==> config.mk <==
export PLATFORM = sky130hd
export DESIGN_NAME = spu_ex_stage_flat
export DESIGN_NICKNAME = d
export VERILOG_FILES = /design/src/rtl/spu_ex_pkg.sv /design/src/rtl/spu_ex_if.sv /design/src/rtl/spu_ex_mul_lane.sv /design/src/rtl/spu_ex_stage.sv /design/src/flat_wrapper.sv
export SDC_FILE = /design/constraint.sdc
export NUM_CORES = 2
export LEC_CHECK = 0
export ABC_AREA = 1
export BUFFER_PORTS_ARGS = -buffer_cell sky130_fd_sc_hd__buf_2
export CAP_MARGIN = 5
export CORE_ASPECT_RATIO = 1.5
export CORE_MARGIN = 2
export CORE_UTILIZATION = 45
export CTS_BUF_LIST = sky130_fd_sc_hd__clkbuf_4 sky130_fd_sc_hd__clkbuf_8 sky130_fd_sc_hd__clkbuf_16
export CTS_CLUSTER_DIAMETER = 100
export DETAILED_ROUTE_END_ITERATION = 16
export PLACE_DENSITY = 0.76
export SLEW_MARGIN = 5
export SYNTH_ARGS = -nofsm -noshare
export SYNTH_HDL_FRONTEND = slang
export SYNTH_SLANG_ARGS = --single-unit
==> constraint.sdc <==
create_clock -name clk -period 8.7 [get_ports clk]
set_clock_uncertainty 0.1 [all_clocks]
set_input_delay 1.74 -clock clk [delete_from_list [all_inputs] [get_ports clk]]
set_output_delay 1.74 -clock clk [all_outputs]
set_load 0.005 [all_outputs]
==> src/rtl/spu_ex_pkg.sv <==
// SPU execute stage: shared types, constants and ALU helpers.
// Imported by the EX stage, its multiply lane and the bench.
package spu_ex_pkg;

  localparam int WORD  = 32;
  localparam int LANES = 4;

  typedef enum logic [3:0] {
    ALU_ADD  = 4'd0,
    ALU_SF   = 4'd1,
    ALU_AND  = 4'd2,
    ALU_OR   = 4'd3,
    ALU_XOR  = 4'd4,
    ALU_NOR  = 4'd5,
    ALU_SHL  = 4'd6,
    ALU_CEQ  = 4'd7,
    ALU_CGT  = 4'd8,
    ALU_MPY  = 4'd9,
    ALU_MPYA = 4'd10
  } alu_op_e;

  typedef enum logic {
    IDLE = 1'b0,
    MUL  = 1'b1
  } ex_state_e;

  typedef struct packed {
    logic       valid;
    logic       mem_to_reg;
    logic       regwrite;
    logic       branch;
    logic       memread;
    logic       memwrite;
    logic [6:0] dest;
  } ex_ctl_t;

  function automatic logic is_mul(input logic [3:0] op);
    return (op == ALU_MPY) || (op == ALU_MPYA);
  endfunction

  function automatic logic is_rsvd(input logic [3:0] op);
    return op > ALU_MPYA;
  endfunction

  function automatic logic [WORD-1:0] alu_word(
    input logic [3:0]      op,
    input logic [WORD-1:0] a,
    input logic [WORD-1:0] b
  );
    logic [WORD-1:0] r;
    r = '0;
    case (op)
      ALU_ADD: r = a + b;
      ALU_SF:  r = b - a;
      ALU_AND: r = a & b;
      ALU_OR:  r = a | b;
      ALU_XOR: r = a ^ b;
      ALU_NOR: r = ~(a | b);
      ALU_SHL: r = b[5] ? '0 : (a << b[4:0]);
      ALU_CEQ: r = {WORD{a == b}};
      ALU_CGT: r = {WORD{$signed(a) > $signed(b)}};
      default: r = '0;
    endcase
    return r;
  endfunction

endpackage

==> src/rtl/spu_ex_if.sv <==
// ID/EX operand bundle in, EX/MEM register bundle out.
// slave = execute stage, master = pipeline around it.
interface spu_ex_if #(
  parameter int PC_BITSIZE = 11
);
  logic                  in_valid;
  logic                  mem_to_reg_in;
  logic                  regwrite_in;
  logic                  branch_in;
  logic                  memread_in;
  logic                  memwrite_in;
  logic                  alusrc_in;
  logic                  dest_sel_in;
  logic [3:0]            aluctl_in;
  logic [127:0]          rd1_in;
  logic [127:0]          rd2_in;
  logic [127:0]          rd3_in;
  logic [127:0]          imm_in;
  logic [PC_BITSIZE-1:0] pc8_in;
  logic [6:0]            rt_in;
  logic [6:0]            rrr_in;
  logic [6:0]            ra_in;
  logic [6:0]            rb_in;

  logic                  out_valid;
  logic                  out_mem_to_reg;
  logic                  out_regwrite;
  logic                  out_branch;
  logic                  out_memread;
  logic                  out_memwrite;
  logic [127:0]          out_result;
  logic [127:0]          out_store;
  logic [PC_BITSIZE-1:0] out_pc8;
  logic [6:0]            out_dest;

  modport master (
    output in_valid, mem_to_reg_in, regwrite_in,
    output branch_in, memread_in, memwrite_in,
    output alusrc_in, dest_sel_in, aluctl_in,
    output rd1_in, rd2_in, rd3_in, imm_in, pc8_in,
    output rt_in, rrr_in, ra_in, rb_in,
    input  out_valid, out_mem_to_reg, out_regwrite,
    input  out_branch, out_memread, out_memwrite,
    input  out_result, out_store, out_pc8, out_dest
  );

  modport slave (
    input  in_valid, mem_to_reg_in, regwrite_in,
    input  branch_in, memread_in, memwrite_in,
    input  alusrc_in, dest_sel_in, aluctl_in,
    input  rd1_in, rd2_in, rd3_in, imm_in, pc8_in,
    input  rt_in, rrr_in, ra_in, rb_in,
    output out_valid, out_mem_to_reg, out_regwrite,
    output out_branch, out_memread, out_memwrite,
    output out_result, out_store, out_pc8, out_dest
  );
endinterface

==> src/rtl/spu_ex_mul_lane.sv <==
// One multiply lane: signed 16x16 product plus optional addend.
// Purely combinational; the EX stage sequences lanes over time.
module spu_ex_mul_lane
  import spu_ex_pkg::*;
(
  input  logic [15:0]     a,
  input  logic [15:0]     b,
  input  logic [WORD-1:0] c,
  input  logic            acc_en,
  output logic [WORD-1:0] p
);
  logic signed [WORD-1:0] prod;

  assign prod = $signed(a) * $signed(b);
  assign p    = prod + (acc_en ? c : '0);
endmodule

==> src/rtl/spu_ex_stage.sv <==
// SPU execute stage with built-in EX/MEM register and lane-serial MPY.
// Define SPU_EX_FWD_EN to enable operand forwarding.
module spu_ex_stage
  import spu_ex_pkg::*;
#(
  parameter int PC_BITSIZE   = 11,
  parameter int MPY_LANES_PC = 1
) (
  input  logic          clk,
  input  logic          reset,
  spu_ex_if.slave       ex,
  input  logic          wb_we,
  input  logic [6:0]    wb_rt,
  input  logic [127:0]  wb_data,
  input  logic          flush_i,
  output logic          stall_o
);
  localparam logic [2:0] STEP = 3'(MPY_LANES_PC);

  ex_state_e             state_q, state_d;
  logic [2:0]            lane_q, lane_d;
  logic                  last;

  ex_ctl_t               out_ctl_q, ctl_d, iss_ctl;
  logic [127:0]          res_q, res_d;
  logic [127:0]          store_q, store_d;
  logic [PC_BITSIZE-1:0] pc8_q, pc8_d;
  logic                  data_ld;

  logic                  cap_ld;
  logic [63:0]           cap_a, cap_b, a_lo, b_lo;
  logic [127:0]          cap_c, cap_store;
  logic                  cap_acc;
  ex_ctl_t               cap_ctl;
  logic [PC_BITSIZE-1:0] cap_pc8;

  logic [127:0]          acc_q, mul_nxt;
  logic [127:0]          opa, opb_reg, opc, opb, alu_res;
  logic [3:0]            op;

  assign op = ex.aluctl_in;

`ifdef SPU_EX_FWD_EN
  function automatic logic [127:0] fwd(
    input logic [6:0]   src,
    input logic [127:0] rd
  );
    if (out_ctl_q.valid && out_ctl_q.regwrite &&
        out_ctl_q.dest == src)
      return res_q;
    else if (wb_we && wb_rt == src)
      return wb_data;
    else
      return rd;
  endfunction

  // RC of an RRR-form op sits in the rt field
  always_comb begin
    opa     = fwd(ex.ra_in, ex.rd1_in);
    opb_reg = fwd(ex.rb_in, ex.rd2_in);
    opc     = fwd(ex.rt_in, ex.rd3_in);
  end
`else
  logic unused_fwd;
  assign unused_fwd = ^{ex.ra_in, ex.rb_in,
                        wb_we, wb_rt, wb_data};
  assign opa     = ex.rd1_in;
  assign opb_reg = ex.rd2_in;
  assign opc     = ex.rd3_in;
`endif

  assign opb = ex.alusrc_in ? ex.imm_in : opb_reg;

  // Per-word ALU and low-half extraction for multiply capture
  always_comb begin
    alu_res = '0;
    a_lo    = '0;
    b_lo    = '0;
    for (int w = 0; w < LANES; w++) begin
      alu_res[w*WORD +: WORD] =
        alu_word(op, opa[w*WORD +: WORD], opb[w*WORD +: WORD]);
      a_lo[w*16 +: 16] = opa[w*WORD +: 16];
      b_lo[w*16 +: 16] = opb[w*WORD +: 16];
    end
  end

  logic [WORD-1:0] lane_p   [MPY_LANES_PC];
  logic [1:0]      lane_idx [MPY_LANES_PC];

  for (genvar k = 0; k < MPY_LANES_PC; k++) begin : g_lane
    assign lane_idx[k] = lane_q[1:0] + 2'(k);
    spu_ex_mul_lane u_lane (
      .a      (cap_a[{lane_idx[k], 4'b0} +: 16]),
      .b      (cap_b[{lane_idx[k], 4'b0} +: 16]),
      .c      (cap_c[{lane_idx[k], 5'b0} +: WORD]),
      .acc_en (cap_acc),
      .p      (lane_p[k])
    );
  end

  // Merge this cycle's lane products into the partial result
  always_comb begin
    mul_nxt = acc_q;
    for (int k = 0; k < MPY_LANES_PC; k++)
      mul_nxt[{lane_idx[k], 5'b0} +: WORD] = lane_p[k];
  end

  assign last = (lane_q + STEP) == 3'(LANES);

  always_comb begin
    iss_ctl            = '0;
    iss_ctl.valid      = 1'b1;
    iss_ctl.mem_to_reg = ex.mem_to_reg_in;
    iss_ctl.regwrite   = ex.regwrite_in && !is_rsvd(op);
    iss_ctl.branch     = ex.branch_in;
    iss_ctl.memread    = ex.memread_in;
    iss_ctl.memwrite   = ex.memwrite_in;
    iss_ctl.dest       = ex.dest_sel_in ? ex.rrr_in : ex.rt_in;
  end

  // Next-state, stall and EX/MEM load selection
  always_comb begin
    state_d = state_q;
    lane_d  = lane_q;
    stall_o = 1'b0;
    cap_ld  = 1'b0;
    data_ld = 1'b0;
    ctl_d   = '0;
    res_d   = res_q;
    store_d = store_q;
    pc8_d   = pc8_q;
    case (state_q)
      IDLE: begin
        if (ex.in_valid) begin
          if (is_mul(op)) begin
            cap_ld  = 1'b1;
            stall_o = 1'b1;
            lane_d  = '0;
            state_d = MUL;
          end else begin
            data_ld = 1'b1;
            ctl_d   = iss_ctl;
            res_d   = alu_res;
            store_d = opb_reg;
            pc8_d   = ex.pc8_in;
          end
        end
      end
      MUL: begin
        lane_d  = lane_q + STEP;
        stall_o = !last;
        if (last) begin
          state_d = IDLE;
          data_ld = 1'b1;
          ctl_d   = cap_ctl;
          res_d   = mul_nxt;
          store_d = cap_store;
          pc8_d   = cap_pc8;
        end
      end
      default: state_d = IDLE;
    endcase
    if (flush_i) begin
      state_d = IDLE;
      lane_d  = '0;
      stall_o = 1'b0;
      cap_ld  = 1'b0;
      data_ld = 1'b0;
      ctl_d   = '0;
    end
  end

  // State, operand capture and EX/MEM registers
  always_ff @(posedge clk) begin
    if (reset) begin
      state_q   <= IDLE;
      lane_q    <= '0;
      out_ctl_q <= '0;
      res_q     <= '0;
      store_q   <= '0;
      pc8_q     <= '0;
      cap_a     <= '0;
      cap_b     <= '0;
      cap_c     <= '0;
      cap_acc   <= 1'b0;
      cap_ctl   <= '0;
      cap_pc8   <= '0;
      cap_store <= '0;
      acc_q     <= '0;
    end else begin
      state_q   <= state_d;
      lane_q    <= lane_d;
      out_ctl_q <= ctl_d;
      if (data_ld) begin
        res_q   <= res_d;
        store_q <= store_d;
        pc8_q   <= pc8_d;
      end
      if (cap_ld) begin
        cap_a     <= a_lo;
        cap_b     <= b_lo;
        cap_c     <= opc;
        cap_acc   <= (op == ALU_MPYA);
        cap_ctl   <= iss_ctl;
        cap_pc8   <= ex.pc8_in;
        cap_store <= opb_reg;
      end
      if (state_q == MUL)
        acc_q <= mul_nxt;
    end
  end

  assign ex.out_valid      = out_ctl_q.valid;
  assign ex.out_mem_to_reg = out_ctl_q.mem_to_reg;
  assign ex.out_regwrite   = out_ctl_q.regwrite;
  assign ex.out_branch     = out_ctl_q.branch;
  assign ex.out_memread    = out_ctl_q.memread;
  assign ex.out_memwrite   = out_ctl_q.memwrite;
  assign ex.out_dest       = out_ctl_q.dest;
  assign ex.out_result     = res_q;
  assign ex.out_store      = store_q;
  assign ex.out_pc8        = pc8_q;
endmodule

==> src/flat_wrapper.sv <==
// flat-port wrapper written by rule: the top's interface ports become plain ports
module spu_ex_stage_flat import spu_ex_pkg::*;
#(
  parameter int PC_BITSIZE   = 11,
  parameter int MPY_LANES_PC = 1
)
  (clk, reset, wb_we, wb_rt, wb_data, flush_i, stall_o, ex_in_valid, ex_mem_to_reg_in, ex_regwrite_in, ex_branch_in, ex_memread_in, ex_memwrite_in, ex_alusrc_in, ex_dest_sel_in, ex_aluctl_in, ex_rd1_in, ex_rd2_in, ex_rd3_in, ex_imm_in, ex_pc8_in, ex_rt_in, ex_rrr_in, ex_ra_in, ex_rb_in, ex_out_valid, ex_out_mem_to_reg, ex_out_regwrite, ex_out_branch, ex_out_memread, ex_out_memwrite, ex_out_result, ex_out_store, ex_out_pc8, ex_out_dest);
  spu_ex_if #(.PC_BITSIZE(PC_BITSIZE)) ex_i ();
  input  logic clk;
  input  logic reset;
  input  logic wb_we;
  input  logic [6:0] wb_rt;
  input  logic [127:0] wb_data;
  input  logic flush_i;
  output logic stall_o;
  input wire logic [$bits(ex_i.in_valid)-1:0] ex_in_valid;
  input wire logic [$bits(ex_i.mem_to_reg_in)-1:0] ex_mem_to_reg_in;
  input wire logic [$bits(ex_i.regwrite_in)-1:0] ex_regwrite_in;
  input wire logic [$bits(ex_i.branch_in)-1:0] ex_branch_in;
  input wire logic [$bits(ex_i.memread_in)-1:0] ex_memread_in;
  input wire logic [$bits(ex_i.memwrite_in)-1:0] ex_memwrite_in;
  input wire logic [$bits(ex_i.alusrc_in)-1:0] ex_alusrc_in;
  input wire logic [$bits(ex_i.dest_sel_in)-1:0] ex_dest_sel_in;
  input wire logic [$bits(ex_i.aluctl_in)-1:0] ex_aluctl_in;
  input wire logic [$bits(ex_i.rd1_in)-1:0] ex_rd1_in;
  input wire logic [$bits(ex_i.rd2_in)-1:0] ex_rd2_in;
  input wire logic [$bits(ex_i.rd3_in)-1:0] ex_rd3_in;
  input wire logic [$bits(ex_i.imm_in)-1:0] ex_imm_in;
  input wire logic [$bits(ex_i.pc8_in)-1:0] ex_pc8_in;
  input wire logic [$bits(ex_i.rt_in)-1:0] ex_rt_in;
  input wire logic [$bits(ex_i.rrr_in)-1:0] ex_rrr_in;
  input wire logic [$bits(ex_i.ra_in)-1:0] ex_ra_in;
  input wire logic [$bits(ex_i.rb_in)-1:0] ex_rb_in;
  output wire logic [$bits(ex_i.out_valid)-1:0] ex_out_valid;
  output wire logic [$bits(ex_i.out_mem_to_reg)-1:0] ex_out_mem_to_reg;
  output wire logic [$bits(ex_i.out_regwrite)-1:0] ex_out_regwrite;
  output wire logic [$bits(ex_i.out_branch)-1:0] ex_out_branch;
  output wire logic [$bits(ex_i.out_memread)-1:0] ex_out_memread;
  output wire logic [$bits(ex_i.out_memwrite)-1:0] ex_out_memwrite;
  output wire logic [$bits(ex_i.out_result)-1:0] ex_out_result;
  output wire logic [$bits(ex_i.out_store)-1:0] ex_out_store;
  output wire logic [$bits(ex_i.out_pc8)-1:0] ex_out_pc8;
  output wire logic [$bits(ex_i.out_dest)-1:0] ex_out_dest;
  assign ex_i.in_valid = ex_in_valid;
  assign ex_i.mem_to_reg_in = ex_mem_to_reg_in;
  assign ex_i.regwrite_in = ex_regwrite_in;
  assign ex_i.branch_in = ex_branch_in;
  assign ex_i.memread_in = ex_memread_in;
  assign ex_i.memwrite_in = ex_memwrite_in;
  assign ex_i.alusrc_in = ex_alusrc_in;
  assign ex_i.dest_sel_in = ex_dest_sel_in;
  assign ex_i.aluctl_in = ex_aluctl_in;
  assign ex_i.rd1_in = ex_rd1_in;
  assign ex_i.rd2_in = ex_rd2_in;
  assign ex_i.rd3_in = ex_rd3_in;
  assign ex_i.imm_in = ex_imm_in;
  assign ex_i.pc8_in = ex_pc8_in;
  assign ex_i.rt_in = ex_rt_in;
  assign ex_i.rrr_in = ex_rrr_in;
  assign ex_i.ra_in = ex_ra_in;
  assign ex_i.rb_in = ex_rb_in;
  assign ex_out_valid = ex_i.out_valid;
  assign ex_out_mem_to_reg = ex_i.out_mem_to_reg;
  assign ex_out_regwrite = ex_i.out_regwrite;
  assign ex_out_branch = ex_i.out_branch;
  assign ex_out_memread = ex_i.out_memread;
  assign ex_out_memwrite = ex_i.out_memwrite;
  assign ex_out_result = ex_i.out_result;
  assign ex_out_store = ex_i.out_store;
  assign ex_out_pc8 = ex_i.out_pc8;
  assign ex_out_dest = ex_i.out_dest;
  spu_ex_stage #(.PC_BITSIZE(PC_BITSIZE), .MPY_LANES_PC(MPY_LANES_PC)) u_core (.clk(clk), .reset(reset), .ex(ex_i), .wb_we(wb_we), .wb_rt(wb_rt), .wb_data(wb_data), .flush_i(flush_i), .stall_o(stall_o));
endmodule
==> results.yml <==
outcome:
  status: "finished with violations"
  violations: "max-slew violations"
route:
  final_antenna_net_count: 0
  wl_um: 335000
  first_pass_iters: 9
  drtIter0Drc: 9544
  viasPerCell: 5.85
  avgRoutedWirePerCell_um: 23.4
  num_vias: 83700
  drc: 0
min_path:
  hold_class: "register to register"
  whs_path_depth: 2
  hp-start: "u_core.cap_c[44]"
  min_delay_worst_endpoint: "u_core.cap_c[44]"
cts:
  post_cts_resized: 0
  cts_root_buf: "clkbuf_16"
  htree_levels: 3
  cts_inserted_buffers: 84
  postCtsSetupRepairBufs: 0
  clk_path_buf_depth: 3
  clock-sinks: 821
  clkLatencyLatePin_ns: 0.76
  cts-hold-fix-buffers: 0
  cts_tree: "yes"
  clkTransAtPathRegs_ns: 0.06
placement:
  io_buffer_count: 832
  dp_slack_ns: 0.720
  gp_congestion: 1.07
  dp_hpwl_um: 261000
power_and_ir_drop:
  p_sw_uw: 4040
  pwr-share-comb_pct: 29.0
  seq_power_share_pct: 35.8
  power_density_nw_per_um2: 132
  p_int_uw: 7000
  p_leak_uw: 0.0399
  ir_worst_vdd_mv: 0.148
  clockPowerShare_pct: 35.2
  swShare_pct: 36.6
timing:
  relSlewSlack_pct: -1.27
  report.final.slew_viol_count: 1
  fmax_ghz: 0.122
  post-route-period-util_pct: 94.2
  finalSetupTns_ns: 0
  fin_ws_ns: 0.508
  setup_viol: 0
  hold_viol: 0
  rsz0062_at_grt: "false"
  worst_slew_pin_slew_ns: 1.52
  whs_ns: 0.353
  period_needed_ns: 8.19
logic_synthesis:
  async_reset_ff_share_pct: 0
  ys.flop_type: "dfxtp_1"
  syn_area_um2: 75100
  synth.net_count: 13200
  ys_ff_latch: 821
  ys_seq_area_share_pct: 21.9
  synth.distinct_cells: 61
  synth_edf_count: 0
  synth_area_per_cell_um2: 6.51
  yosysWarnings: 0
  syn_inst: 11500
global_route:
  grt_usage_pct: 37.9
  use_met1_pct: 44.3
  grt_pass1_wl_um: 489000
  antenna_found_initial: 77
  met2_usage_pct: 57.8
  overflow: 0
  grt_busiest_layer: "met2"
  grt_max_degree: 249
  grt_pass1_vias: 78700
  met3_usage_pct: 10.7
critical_path:
  required_ns: 9.28
  reg2reg_depth: 32
  cpPeakStageDelay_ns: 0.66
  cp_max_fo: 22
  crit_path_start: "u_core.lane_q[1]"
  reg2reg_setup_slack_ns: 0.51
  endpoint_kind: "register"
  crit_top_cell: "inv_1"
  rr_endpoint: "u_core.ex.out_result[30]"
  r2r-start: "u_core.lane_q[1]"
  critPathSlowestCell: "fa_1"
  cp.arrival_ns: 8.77
  critPathLaunchType: "register"
  worstSetupPathType: "register to register"
floorplan:
  die_h_um: 504
  ios: 983
  initial_utilization_pct: 45.3
  core_um2: 166000
  rows: 183
  die_w_um: 338
  die_area_um2: 170000
cells_and_area:
  drive_gt1_share_pct: 11.9
  nets: 13600
  fill_cells: 17300
  area_growth_pct: 11.5
job:
  max-cap-violations: 0
## layer usage
layer	up-vias	part of all wire [%]
met5	-	0.12
met4	62	9.5
met3	1320	11
met2	4784	43
met1	38700	36
li1	38800	-
## cell usage in the layout (no fill, tap or decap), drive strengths merged, types with 7 or more instances in the layout
cell	Yosys	routed
a31oi	188	188
nor2	1161	1161
diode	0	35
nand2	2638	2638
o31ai	8	8
xnor2	9	9
mux2	7	7
ha	621	621
nand4	102	102
o211ai	69	69
dfxtp	821	821
clkinv	8	30
o21ai	1251	1251
a21oi	968	968
inv	1240	1245
a21o	19	19
a32oi	34	34
a221oi	95	95
o21bai	32	32
fa	296	296
nor4	16	16
o21a	27	27
buf	243	1017
nand3	748	748
nor3	78	78
o2111ai	16	16
xor2	138	138
a22o	19	19
a22oi	10	10
or2	193	193
nand3b	21	21
and3	15	15
clkbuf	407	115
o22ai	16	16
## cells by family (layout without fill, tap and decap cells)
| logic type | count (synthesis) | in the layout | share of synthesized area, % |
|---|---|---|---|
| xor+xnor | 147 | 147 | 1.71 |
| flops | 821 | 821 | 21.9 |
| fa+ha+maj | 917 | 917 | 18.2 |
| compound gates | 2767 | 2767 | 20.4 |
| simple gates | 4978 | 4978 | 27.5 |
| mux | 10 | 10 | 0.145 |
| buf+inv | 1898 | 2414 | 10.1 |
| other cells | 0 | 35 | 0 |
## area by class of cell
type                            instances  area [µm²]  share of cell area, %
Antenna cell                           35        87.6                  0.105
Timing Repair Buffer                 1017        5660                   6.76
Clock inverter                         34         462                  0.551
Multi-Input combinational cell       8819       51200                   61.1
Inverter                             1248        4720                   5.63
Sequential cell                       821       16400                   19.6
Clock buffer                          115        2440                   2.91
Tap cell                             2220        2780                   3.32
## worst max-delay path: cells and delay by family (launching register included)
family,cells,cell delay [ns]
AND/OR/NAND/NOR,10,1.85
buffers and inverters,12,1.86
AO/OA/AOI/OAI,3,0.43
adder cells (fa/ha/maj),7,3.51
flip-flops,1,0.34
## Yosys cell counts, types with 5 or more instances
library cell,number,share of area (%)
o31ai_1,8,0.080
xor2_1,138,1.6
nor3_1,78,0.52
nor2_1,1153,5.8
a22oi_1,10,0.10
a22o_1,19,0.22
clkinv_1,8,0.040
ha_1,621,10
fa_1,296,7.9
inv_2,21,0.10
buf_6,23,0.34
a21boi_0,5,0.050
o21ai_2,24,0.28
o21ai_1,55,0.37
inv_1,1217,6.1
dfxtp_1,821,22
o21a_1,27,0.27
a21oi_1,965,6.4
nand3_1,748,5.0
o21bai_1,32,0.32
clkbuf_1,407,2.0
xnor2_1,9,0.10
or2_1,19,0.16
a31oi_1,188,1.6
nand4_1,102,0.85
o2111ai_1,16,0.19
and3_1,15,0.12
o22ai_1,16,0.13
nand3b_1,21,0.21
buf_2,153,1.0
nand2_2,8,0.067
mux2_2,7,0.10
nor2_2,6,0.050
o21ai_0,1169,7.8
or2_0,7,0.058
o211ai_1,69,0.69
a221oi_1,95,1.1
nand2_1,2629,13
buf_1,47,0.23
or2_2,167,1.4
nor4_1,15,0.12
a21o_1,19,0.19
a32oi_1,31,0.36
buf_4,20,0.20
## metrics by stage
step | total power [µW] | cells | area [µm²] | util [%]
floorplan | 5910 | 11500 | 75100 | -
global placement | 7090 | 14100 | 80800 | 48.7
detailed placement | 7110 | 14100 | 80800 | 48.7
CTS | 10900 | 14300 | 83700 | 50.5
global route | 11500 | 14300 | 83700 | 50.5
finish | 11000 | 14300 | 83800 | 50.5
## how the worst max path moves through the flow
stage / end / slack (ns) / cells past startpoint
2_1_floorplan: u_core.ex.out_result[119] / 1.75 / 31
3_3_place_gp: u_core.ex.out_result[30] / 0.76 / 32
3_5_place_dp: u_core.ex.out_result[30] / 0.72 / 32
6_report: u_core.ex.out_result[30] / 0.51 / 32
5_1_grt: u_core.ex.out_result[30] / 0.09 / 31
4_1_cts: u_core.ex.out_result[30] / 0.70 / 32
## power by group through the flow
stage / Combinational [µW] / Clock, µW / Sequential, µW
finish: 3200 / 3880 / 3960
global route: 3470 / 4040 / 3960
CTS: 3090 / 3900 / 3950
detailed placement: 3070 / 0 / 4030
global placement: 3050 / 0 / 4030
floorplan: 1880 / 0 / 4030
Power figures use the tool's default switching activity.
